$ cat config.mk
export PLATFORM = sky130hd
export DESIGN_NAME = mp_fifo
export DESIGN_NICKNAME = d
export VERILOG_FILES = /design/src/rtl/mp_fifo.sv
export SDC_FILE = /design/constraint.sdc
export NUM_CORES = 1
export LEC_CHECK = 0
export CAP_MARGIN = 10
export CORE_ASPECT_RATIO = 1.1
export CORE_MARGIN = 4
export CORE_UTILIZATION = 50
export CTS_CLUSTER_SIZE = 14
export DETAILED_ROUTE_END_ITERATION = 7
export PLACE_DENSITY = 0.69
export RECOVER_POWER = 50
export SLEW_MARGIN = 25
export SYNTH_ARGS = -nofsm -noshare
export SYNTH_HDL_FRONTEND = slang
export SYNTH_SLANG_ARGS = --single-unit
$ cat constraint.sdc
create_clock -name clk -period 10.61 [get_ports clk]
set_input_delay 2.122 -clock clk [delete_from_list [all_inputs] [get_ports clk]]
set_output_delay 2.122 -clock clk [all_outputs]
set_load 0.005 [all_outputs]
$ cat src/rtl/mp_fifo.sv
`default_nettype none
// ============================================================================
// Module   : mp_fifo
// Brief    : Multi-lane push/pop FIFO on a modulo-INT_DEPTH circular buffer,
//            zero-latency read lanes; optional cnt port via MP_FIFO_CNT_EN.
// Revision : 1.0 - initial release
// ============================================================================

`ifndef Disable
`define Disable 1'b0
`endif
`ifndef Enable
`define Enable 1'b1
`endif

module mp_fifo #(
    parameter int DATA    = 64,
    parameter int DEPTH   = 8,
    parameter bit BUF_EXT = `Disable,
    parameter int PUSH    = 1,
    parameter int POP     = 1,
    localparam int INT_DEPTH = BUF_EXT ? DEPTH + PUSH : DEPTH,
    localparam int CW        = $clog2(INT_DEPTH + 1)
) (
    input  logic                      clk,
    input  logic                      reset_,
    input  logic                      flush_,
    input  logic [PUSH-1:0]           push_,
    input  logic [PUSH-1:0][DATA-1:0] wd,
    input  logic [POP-1:0]            pop_,
    output logic [POP-1:0][DATA-1:0]  rd,
    output logic [POP-1:0]            v,
    output logic                      busy
`ifdef MP_FIFO_CNT_EN
    ,
    output logic [CW-1:0]             cnt
`endif
);

    localparam int PW = (INT_DEPTH > 1) ? $clog2(INT_DEPTH) : 1;

    logic [DATA-1:0] mem_q [INT_DEPTH];
    logic [PW-1:0]   head_q, head_d;
    logic [PW-1:0]   tail_q, tail_d;
    logic [CW-1:0]   occ_q, occ_d;

    int wnum, rnum, eff_r, eff_w, room;

    // Pointer arithmetic wraps at INT_DEPTH, which need not be a power of two.
    function automatic logic [PW-1:0] slot(input logic [PW-1:0] base, input int off);
        return PW'((int'(base) + off) % INT_DEPTH);
    endfunction

    always_comb begin
        wnum = 0;
        rnum = 0;
        for (int i = 0; i < PUSH; i++)
            if (!push_[i]) wnum = wnum + 1;
        for (int i = 0; i < POP; i++)
            if (!pop_[i]) rnum = rnum + 1;
        eff_r  = (rnum < int'(occ_q)) ? rnum : int'(occ_q);
        // Slots freed by this cycle's pops are reusable by this cycle's pushes.
        room   = INT_DEPTH - int'(occ_q) + eff_r;
        eff_w  = (wnum < room) ? wnum : room;
        occ_d  = CW'(int'(occ_q) + eff_w - eff_r);
        head_d = slot(head_q, eff_r);
        tail_d = slot(tail_q, eff_w);
    end

    always_ff @(posedge clk or negedge reset_) begin
        if (!reset_) begin
            occ_q  <= '0;
            head_q <= '0;
            tail_q <= '0;
            for (int k = 0; k < INT_DEPTH; k++)
                mem_q[k] <= '0;
        end else if (!flush_) begin
            occ_q  <= '0;
            head_q <= '0;
            tail_q <= '0;
        end else begin
            occ_q  <= occ_d;
            head_q <= head_d;
            tail_q <= tail_d;
            for (int i = 0; i < PUSH; i++)
                if (i < eff_w) mem_q[slot(tail_q, i)] <= wd[i];
        end
    end

    generate
        for (genvar j = 0; j < POP; j++) begin : g_rd
            assign rd[j] = mem_q[slot(head_q, j)];
            assign v[j]  = (j < int'(occ_q));
        end
    endgenerate

    assign busy = (INT_DEPTH - int'(occ_q)) < PUSH;

`ifdef MP_FIFO_CNT_EN
    assign cnt = occ_q;
`endif

endmodule

`default_nettype wire

==> Word level (Yosys, flattened, before mapping) <==
Index checks and enable logic that the tools add are counted.
{ "classes": {"add_sub_neg": 6, "n_lt_le_gt_ge": 8, "n_mux": 13, "bitwise_logic": 2, "reduce_logical": 2} }
{ "ops": {"columns": ["cell", "count"], "rows": [
  ["bitwise mux 512 bit", 1],
  ["binary-select mux 64 bit (select 3 bit)", 1],
  ["demux 64 bit (select 3 bit)", 1],
  ["2-to-1 mux 64 bit", 3],
  ["< comparator 1 x 32 -> 1 bit (first input constant)", 1],
  ["< comparator 32 bit", 1],
  ["< comparator 32 x 5 -> 1 bit", 1],
  ["2-to-1 mux 32 bit", 1],
  [">= comparator 4 bit (second input constant)", 2],
  ["2-to-1 mux 4 bit", 2],
  ["inverter 3 -> 4 bit", 2],
  ["adder 3 bit", 2],
  ["adder 5 x 5 -> 6 bit", 1],
  ["2-to-1 mux 3 bit", 2],
  ["< comparator 5 x 2 -> 1 bit (second input constant)", 1],
  ["subtractor 4 x 4 -> 5 bit (first input constant)", 1],
  ["adder 4 bit", 1],
  ["< comparator 1 x 4 -> 1 bit (first input constant)", 1],
  ["< comparator 4 x 1 -> 1 bit (second input constant)", 1],
  ["subtractor 4 bit", 1],
  ["2-to-1 mux 1 bit", 2],
  ["AND reduction 2 bit", 1],
  ["logical AND 1 bit", 1]
]} }
{ "word_totals": {"regBits": 522, "wordCells": 42} }

==> Longest topological paths before layout <==
Gate-level depths: netlist of the first run.
{ "logic_depth": {"ltp_word": 9, "depth_mapped": 20, "ltp_nobuf": 18} }

==> Worst setup path after synthesis of the first run <==
No wires, ideal clock.
{ "synth_timing": {"kind": "input to register", "from": "input port pop_", "to": "register occ_q[3]", "setup_time_ns": 0.119, "arrival_ns": 4.856, "required_ns": 10.491, "slack_ns": 5.635, "path_stages": 18, "path_cell_list": "a21oi_1 -> ha_1 -> ha_1 -> nand3_1 -> a221oi_1 -> o211ai_2 -> buf_2 -> nand2_1 -> nand2_1 -> o21a_1 -> ha_1 -> inv_1 -> ha_1 -> a21o_1 -> a21oi_1 -> xnor2_1 -> xnor2_1 -> and2_1"} }
{ "synth_via": {"elab_chain_len": 9} }
{ "synth_lines": {"columns": ["item", "line_no", "text"], "rows": [
  ["from (decl)", "30", "input logic [POP-1:0] pop_,"],
  ["2-to-1 mux 1 bit *", "60", "if (!pop_[i]) rnum = rnum + 1;"],
  ["< comparator 32 x 5 -> 1 bit", "61", "eff_r = (rnum < int'(occ_q)) ? rnum : int'(occ_q);"],
  ["2-to-1 mux 4 bit *", "61", null],
  ["adder 5 x 5 -> 6 bit", "63", "room = INT_DEPTH - int'(occ_q) + eff_r;"],
  ["< comparator 32 bit", "64", "eff_w = (wnum < room) ? wnum : room;"],
  ["2-to-1 mux 32 bit", "64", null],
  ["adder 4 bit", "65", "occ_d = CW'(int'(occ_q) + eff_w - eff_r);"],
  ["subtractor 4 bit *", "65", null],
  ["2-to-1 mux 4 bit *", "77", "end else if (!flush_) begin"],
  ["to (signal assigned)", "72", "occ_q <= '0;"],
  ["to (signal assigned)", "78", "occ_q <= '0;"],
  ["to (signal assigned)", "82", "occ_q <= occ_d;"],
  ["to (decl)", "45", "logic [CW-1:0] occ_q, occ_d;"]
]} }
Every way passes the cells marked *; elsewhere a longest branch is shown, timed or not.
A chain may end at the register's enable or synchronous reset.

==> impl_metrics.ini, run 1 <==
[run_status]
status = finished with violations
violations = capacitance limit, slew limit

[min_path]
hold_path.class = reg2reg

[critical_path]
worst_setup_path_start_kind = input port
worstSetupPathType = in2async
path_buf_inv = 1
cpMaxStageDelayCell = clkbuf_1
endpoint_kind = asynchronous set/reset pin
critPathMaxStageDelay_ns = 3.11
critical-path-top-delay-family = buffers and inverters
worstPathCellList = clkbuf_1
worstPathRequired_ns = 9.58
crit_fanout = 80
arrival_ns = 5.31

[cells_and_area]
syn_to_final_growth_pct = 14.71
drive_gt1_share_pct = 51.57
fill_cells = 3714
fin_nets = 1638

[power]
p_comb_share_pct = 38.4
peakVddDrop_mv = 0.1635
p_per_area_nw_per_um2 = 298.7
totalPowerFinal_w = 0.008365
p_clk_share_pct = 23.0
p_sw_w = 0.002349
leakage_nw = 12.43
swShare_pct = 28.08
seqPwrFrac_pct = 38.6
p_int_w = 0.006016

[placed_design]
hpwlAfterDp_um = 27970
gp_congestion = 0.7440
numPortBuffers = 134

[clock_network]
clk_pin_slew_ns = 0.06
cts.sinks = 522
clock-root-buffer = clkbuf_16
cts_resized = 0
cts_buffer_depth = 3
cts_tree = built
htree_levels = 2
clk_latency_ns = 0.60
cts-buffers-inserted = 54
postCtsHoldBufs = 0
post_cts_buffers = 0

[synthesis]
syn_area_um2 = 24420
synth_ff_type = dfrtp_1
ys_async_sr_fraction_pct = 100.0
ys_ff_latch = 522
synth.avg_cell_area_um2 = 17.04
yosysWarnings = 0
synth_edf_count = 0
netlist_instances = 1433
synth.distinct_cells = 44
seq_area_frac_synth_pct = 53.50

[sta]
worstMarginPinSlew_ns = 4.524
fin_crit_sh_pct = 59.76
fin_crit_ns = 6.341
hold_viol = 0
skew_ns = 0.02032
setup_tns_ns = 0
setup_viol = 0
rsz0062_at_grt = no
final-max-slew-violation-count = 79
slew_headroom_pct = -201.6
fmaxAchievable_ghz = 0.1577

[route]
wl_per_cell_um = 22.53
wl_um = 50420
drt_pass1_iterations = 4
via_count = 12780
drt_iter0_drc = 630
via_per_inst = 5.709
ant_nets = 0
drc = 0

[grt]
antenna_found_initial = 2
grt_first_pass_wirelength_um = 82410
first_global_vias = 14290
grt_use_total_pct = 19.87
grt_max_degree = 187
grt_overflow = 0

[die]
die_h_um = 239.8
fp-row-count = 84
fp.dieW_um = 218.7
coreArea_um2 = 48030
io_pins = 135
dieArea_um2 = 52440
start_util_pct = 50.84

[job]
maxCapViolCount = 1
kinds of logic after synthesis:
kind of cell             synth area share [%]
flip-flops                              53.50
AO/OA/AOI/OAI                          0.6764
XOR/XNOR                               0.4715
other                                 0.03076
buffers and inverters                   2.721
multiplexers                            40.22
adder cells (fa/ha/maj)                0.9121
AND/OR/NAND/NOR                         1.476
synth_stat cells, types with 2 or more instances:
master	count	area share (%)
buf_1	17	0.26
nor3b_1	2	0.061
and2_1	9	0.23
nor2_1	2	0.031
a21o_1	2	0.061
xor2_1	2	0.072
buf_2	18	0.37
a21oi_1	4	0.082
nand4b_1	6	0.22
nor2b_1	3	0.077
nand2_1	4	0.061
nand3_1	3	0.061
mux4_2	128	12
mux2_2	456	21
nand2_2	7	0.18
clkbuf_1	19	0.29
mux2_4	120	7.4
buf_6	32	1.5
inv_1	15	0.23
a221oi_1	2	0.072
fa_1	3	0.25
ha_1	13	0.67
buf_4	3	0.092
xnor2_1	8	0.29
nand4_1	7	0.18
nor3_1	6	0.12
dfrtp_1	522	53
o31ai_4	2	0.17
conb_1	2	0.031
or2_2	2	0.051
layer usage:
metal	routed length, um	global-route usage (%)	vias to the layer above
met3	1758	3.286	53
li1	-	-	5589
met5	26	0	-
met1	22880	27.73	6943
met4	809	4.578	4
met2	24950	33.17	187
power by group through the flow:
stage	Sequential, W	Combinational, W	Clock [W]
6_report	0.00323	0.00321	0.00192
3_3_place_gp	0.00324	0.00317	0
2_1_floorplan	0.00306	0.00236	0
5_1_grt	0.00334	0.00347	0.00206
3_5_place_dp	0.00328	0.00323	0
4_1_cts	0.00326	0.00325	0.00198
worst paths after layout:
path	startpoint	endpoint	slack [ns]	depth (start not counted)
worst max-delay path	reset_	head_q[0]	4.27	1
worst min-delay path	mem_q[46]	mem_q[46]	0.50	1
worst max register to register	occ_q[0]	mem_q[114]	6.02	11
worst min register to register	mem_q[46]	mem_q[46]	0.50	1
max in group clk	pop_	mem_q[427]	4.70	10
min in group asynchronous	reset_	mem_q[205]	3.14	1
per-stage QoR:
step | instances | area (um^2) | utilization, % | worst slack [ns] | hold WS [ns]
after global placement | 2139 | 26170 | 54.48 | 4.359 | 0.4836
after CTS | 2234 | 27970 | 58.24 | 4.530 | 0.5035
after global routing | 2237 | 28010 | 58.31 | 3.185 | 0.5105
after floorplan | 1434 | 24420 | - | 5.635 | 0.4751
after detailed placement | 2139 | 26170 | 54.49 | 4.288 | 0.4905
final | 2238 | 28010 | 58.31 | 4.269 | 0.4997
area by class of cell:
| cell class | count | area (um^2) | share of cell area (%) |
|---|---|---|---|
| Sequential cell | 522 | 13070 | 46.68 |
| Multi-Input combinational cell | 808 | 10700 | 38.19 |
| Clock buffer | 78 | 1583 | 5.651 |
| Timing Repair Buffer | 152 | 1572 | 5.611 |
| Tap cell | 645 | 807.0 | 2.881 |
| Clock inverter | 17 | 217.7 | 0.7773 |
| Inverter | 15 | 56.30 | 0.2010 |
| Antenna cell | 1 | 2.502 | 0.008935 |
sequential cells by signal (all words and copies together) (netlist names):
register  cells
mem_q       512
occ_q         4
head_q        3
tail_q        3
layout by cell type (no fill, tap or decap), drive strengths merged, types with 2 or more instances in the layout:
master         synthesis  routed
mux2                 576     576
dfrtp                522     522
clkdlybuf4s50          0     131
mux4                 128     128
clkbuf                19      79
buf                   70      18
inv                   15      16
ha                    13      13
clkinv                 0      11
nand2                 11      11
and2                   9       9
xnor2                  9       9
nand4                  7       7
nor3                   6       6
nand4b                 6       6
bufinv                 0       5
a21oi                  4       4
nand3                  3       3
nor2b                  3       3
fa                     3       3
conb                   2       3
or2                    3       3
nor3b                  3       3
a21o                   2       2
a221oi                 2       2
xor2                   2       2
nor2                   2       2
o31ai                  2       2
dlygate4sd3            0       2
No activity file was read; power rests on OpenSTA's default activity.
==> run 2, diff against run 1 <==
Clock period 10.61 ns to 6.42 ns, I/O delays scaled along.
==> run 2 against run 1 <==
The run still ends with capacitance limit, slew limit left. Hold slack hardly changed. Count of clock-buffer cells in the layout is 3 lower. Flip-flop and latch count stayed put. Critical path depth is 9 higher. Clock power is 80% higher. Non-clock buffer count is 4 higher. Power is 69% higher. Largest power group unchanged.
==> impl_metrics.ini, run 2 (same netlist as run 1, synthesis figures left out) <==
[die]
dieArea_um2 = 52440
start_util_pct = 50.84
io_pins = 135
coreArea_um2 = 48030
fp.dieW_um = 218.7
fp-row-count = 84
die_h_um = 239.8

[clock_network]
htree_levels = 2
post_cts_buffers = 0
clock-root-buffer = clkbuf_16
postCtsHoldBufs = 0
cts_buffer_depth = 3
cts_tree = built
cts_resized = 0
clk_latency_ns = 0.58
cts-buffers-inserted = 54
clk_pin_slew_ns = 0.06
cts.sinks = 522

[critical_path]
critPathMaxStageDelay_ns = 1.22
endpoint_kind = flip-flop
timing.rr.start = occ_q[0]
crit_path_end = mem_q[54]
crit-reg2reg-capture = mem_q[54]
ff2ff_setup_slack_ns = 1.73
worstSetupPathType = in2reg
worst_setup_path_start_kind = input port
r2r_cells = 11
startpoint = pop_
arrival_ns = 5.57
worstPathRequired_ns = 6.89
worstPathCellList = dlygate4sd3_1 > a21oi_1 > ha_1 > a31oi_1 > o21bai_1 > or2_0 > nand4b_1 > nand2_1 > buf_12 > mux2_2
cpMaxStageDelayCell = nand2_1
crit_fanout = 40

[run_status]
violations = capacitance limit, slew limit
status = finished with violations

[cells_and_area]
final_core_util_pct = 58.82
fin_nets = 1642
mostFrequentLayoutCell = dfrtp_1
regMostFlops = mem_q
syn_to_final_growth_pct = 15.70
reg_top3 = mem_q x512, occ_q x4
largest_register_ffs = 512
stdcell_count = 2248
drive_gt1_share_pct = 52.25
final_cell_mix = dfrtp_1 (519), mux2_2 (456), clkdlybuf4s50_1 (130)

[route]
wl_per_cell_um = 23.09
via_count = 12910
wl_um = 51900
drc = 0
drt_pass1_iterations = 6
via_per_inst = 5.743
ant_nets = 0
drt_iter0_drc = 752

[power]
totalPowerFinal_w = 0.01413
p_clk_share_pct = 24.5
leakage_nw = 12.53
p_int_w = 0.01020
peakVddDrop_mv = 0.2612
p_sw_w = 0.003938
p_per_area_nw_per_um2 = 500.3
swShare_pct = 27.86
seqPwrFrac_pct = 37.8
p_comb_share_pct = 37.8

[sta]
setup_tns_ns = 0
fin_crit_sh_pct = 79.48
hold_viol = 0
worstMarginPinSlew_ns = 2.911
hold_slack_ns = 0.4995
skew_ns = 0.006871
fmaxAchievable_ghz = 0.1960
final-max-slew-violation-count = 142
setup_viol = 0
rsz0062_at_grt = no
slew_headroom_pct = -94.07
fin_crit_ns = 5.103

[placed_design]
hpwlAfterDp_um = 29570
numPortBuffers = 134
dp.cells = 2146
gp_congestion = 0.7165

[grt]
grt_max_degree = 165
grt_first_pass_wirelength_um = 83660
first_global_vias = 14490
grt_use_total_pct = 20.32
grt_overflow = 0
antenna_found_initial = 2

[min_path]
min_path_cells = 1
hold_path.class = reg2reg

[job]
maxCapViolCount = 2
## run 2: cell count changes in the layout (fill, tap and decap cells not counted), sizes merged
cell           change
clkinvlp           +2
dlygate4sd3        +1
clkbuf             -3
inv                +1
clkdlybuf4s50      -1
buf                +4
bufinv             +6
## run 2: per-stage QoR
step	area (um^2)	setup WS (ns)
after floorplan	24420	2.283
after global placement	26300	1.398
after detailed placement	26300	1.252
after CTS	28280	1.750
after global routing	28250	1.038
final	28250	1.317
## run 2: power by group through the flow
stage	clock, W	combinational, W	sequential (W)
after floorplan	0	0.00390	0.00506
after global placement	0	0.00531	0.00532
after detailed placement	0	0.00542	0.00539
after CTS	0.00355	0.00545	0.00535
after global routing	0.00369	0.00575	0.00551
final	0.00346	0.00534	0.00534
## run 2: layout make-up
type                    instances  area, um^2
diodes                          1       2.502
clock buffers                  75        1572
fillers                      3673       19780
flip-flops and latches        522       13070
well taps                     645       807.0
repair buffers                156        1609
clock inverters                26       417.9
inverters                      15       56.30
multi-input cells             808       10710
## run 2: worst min path at each step
| stage | startpoint | endpoint | slack (ns) |
|---|---|---|---|
| 2_1_floorplan | mem_q[87] | mem_q[87] | 0.48 |
| 3_3_place_gp | mem_q[312] | mem_q[312] | 0.48 |
| 3_5_place_dp | mem_q[324] | mem_q[324] | 0.49 |
| 4_1_cts | mem_q[102] | mem_q[102] | 0.50 |
| 5_1_grt | mem_q[306] | mem_q[306] | 0.51 |
| 6_report | mem_q[306] | mem_q[306] | 0.50 |
## run 2: layer usage
layer | wire length (um) | track usage, %
met1 | 23410 | 28.20
met5 | 13 | 0
met4 | 835 | 4.808
met2 | 25950 | 34.29
met3 | 1690 | 3.070
## run 2: critical path: cells and delay by family
kind	cells	cell delay [ns]
buffers and inverters	2	0.94
and+or+nand+nor	3	1.98
adders and majority gates	1	0.24
AOI/OAI and AO/OA	3	0.70
muxes	1	0.38
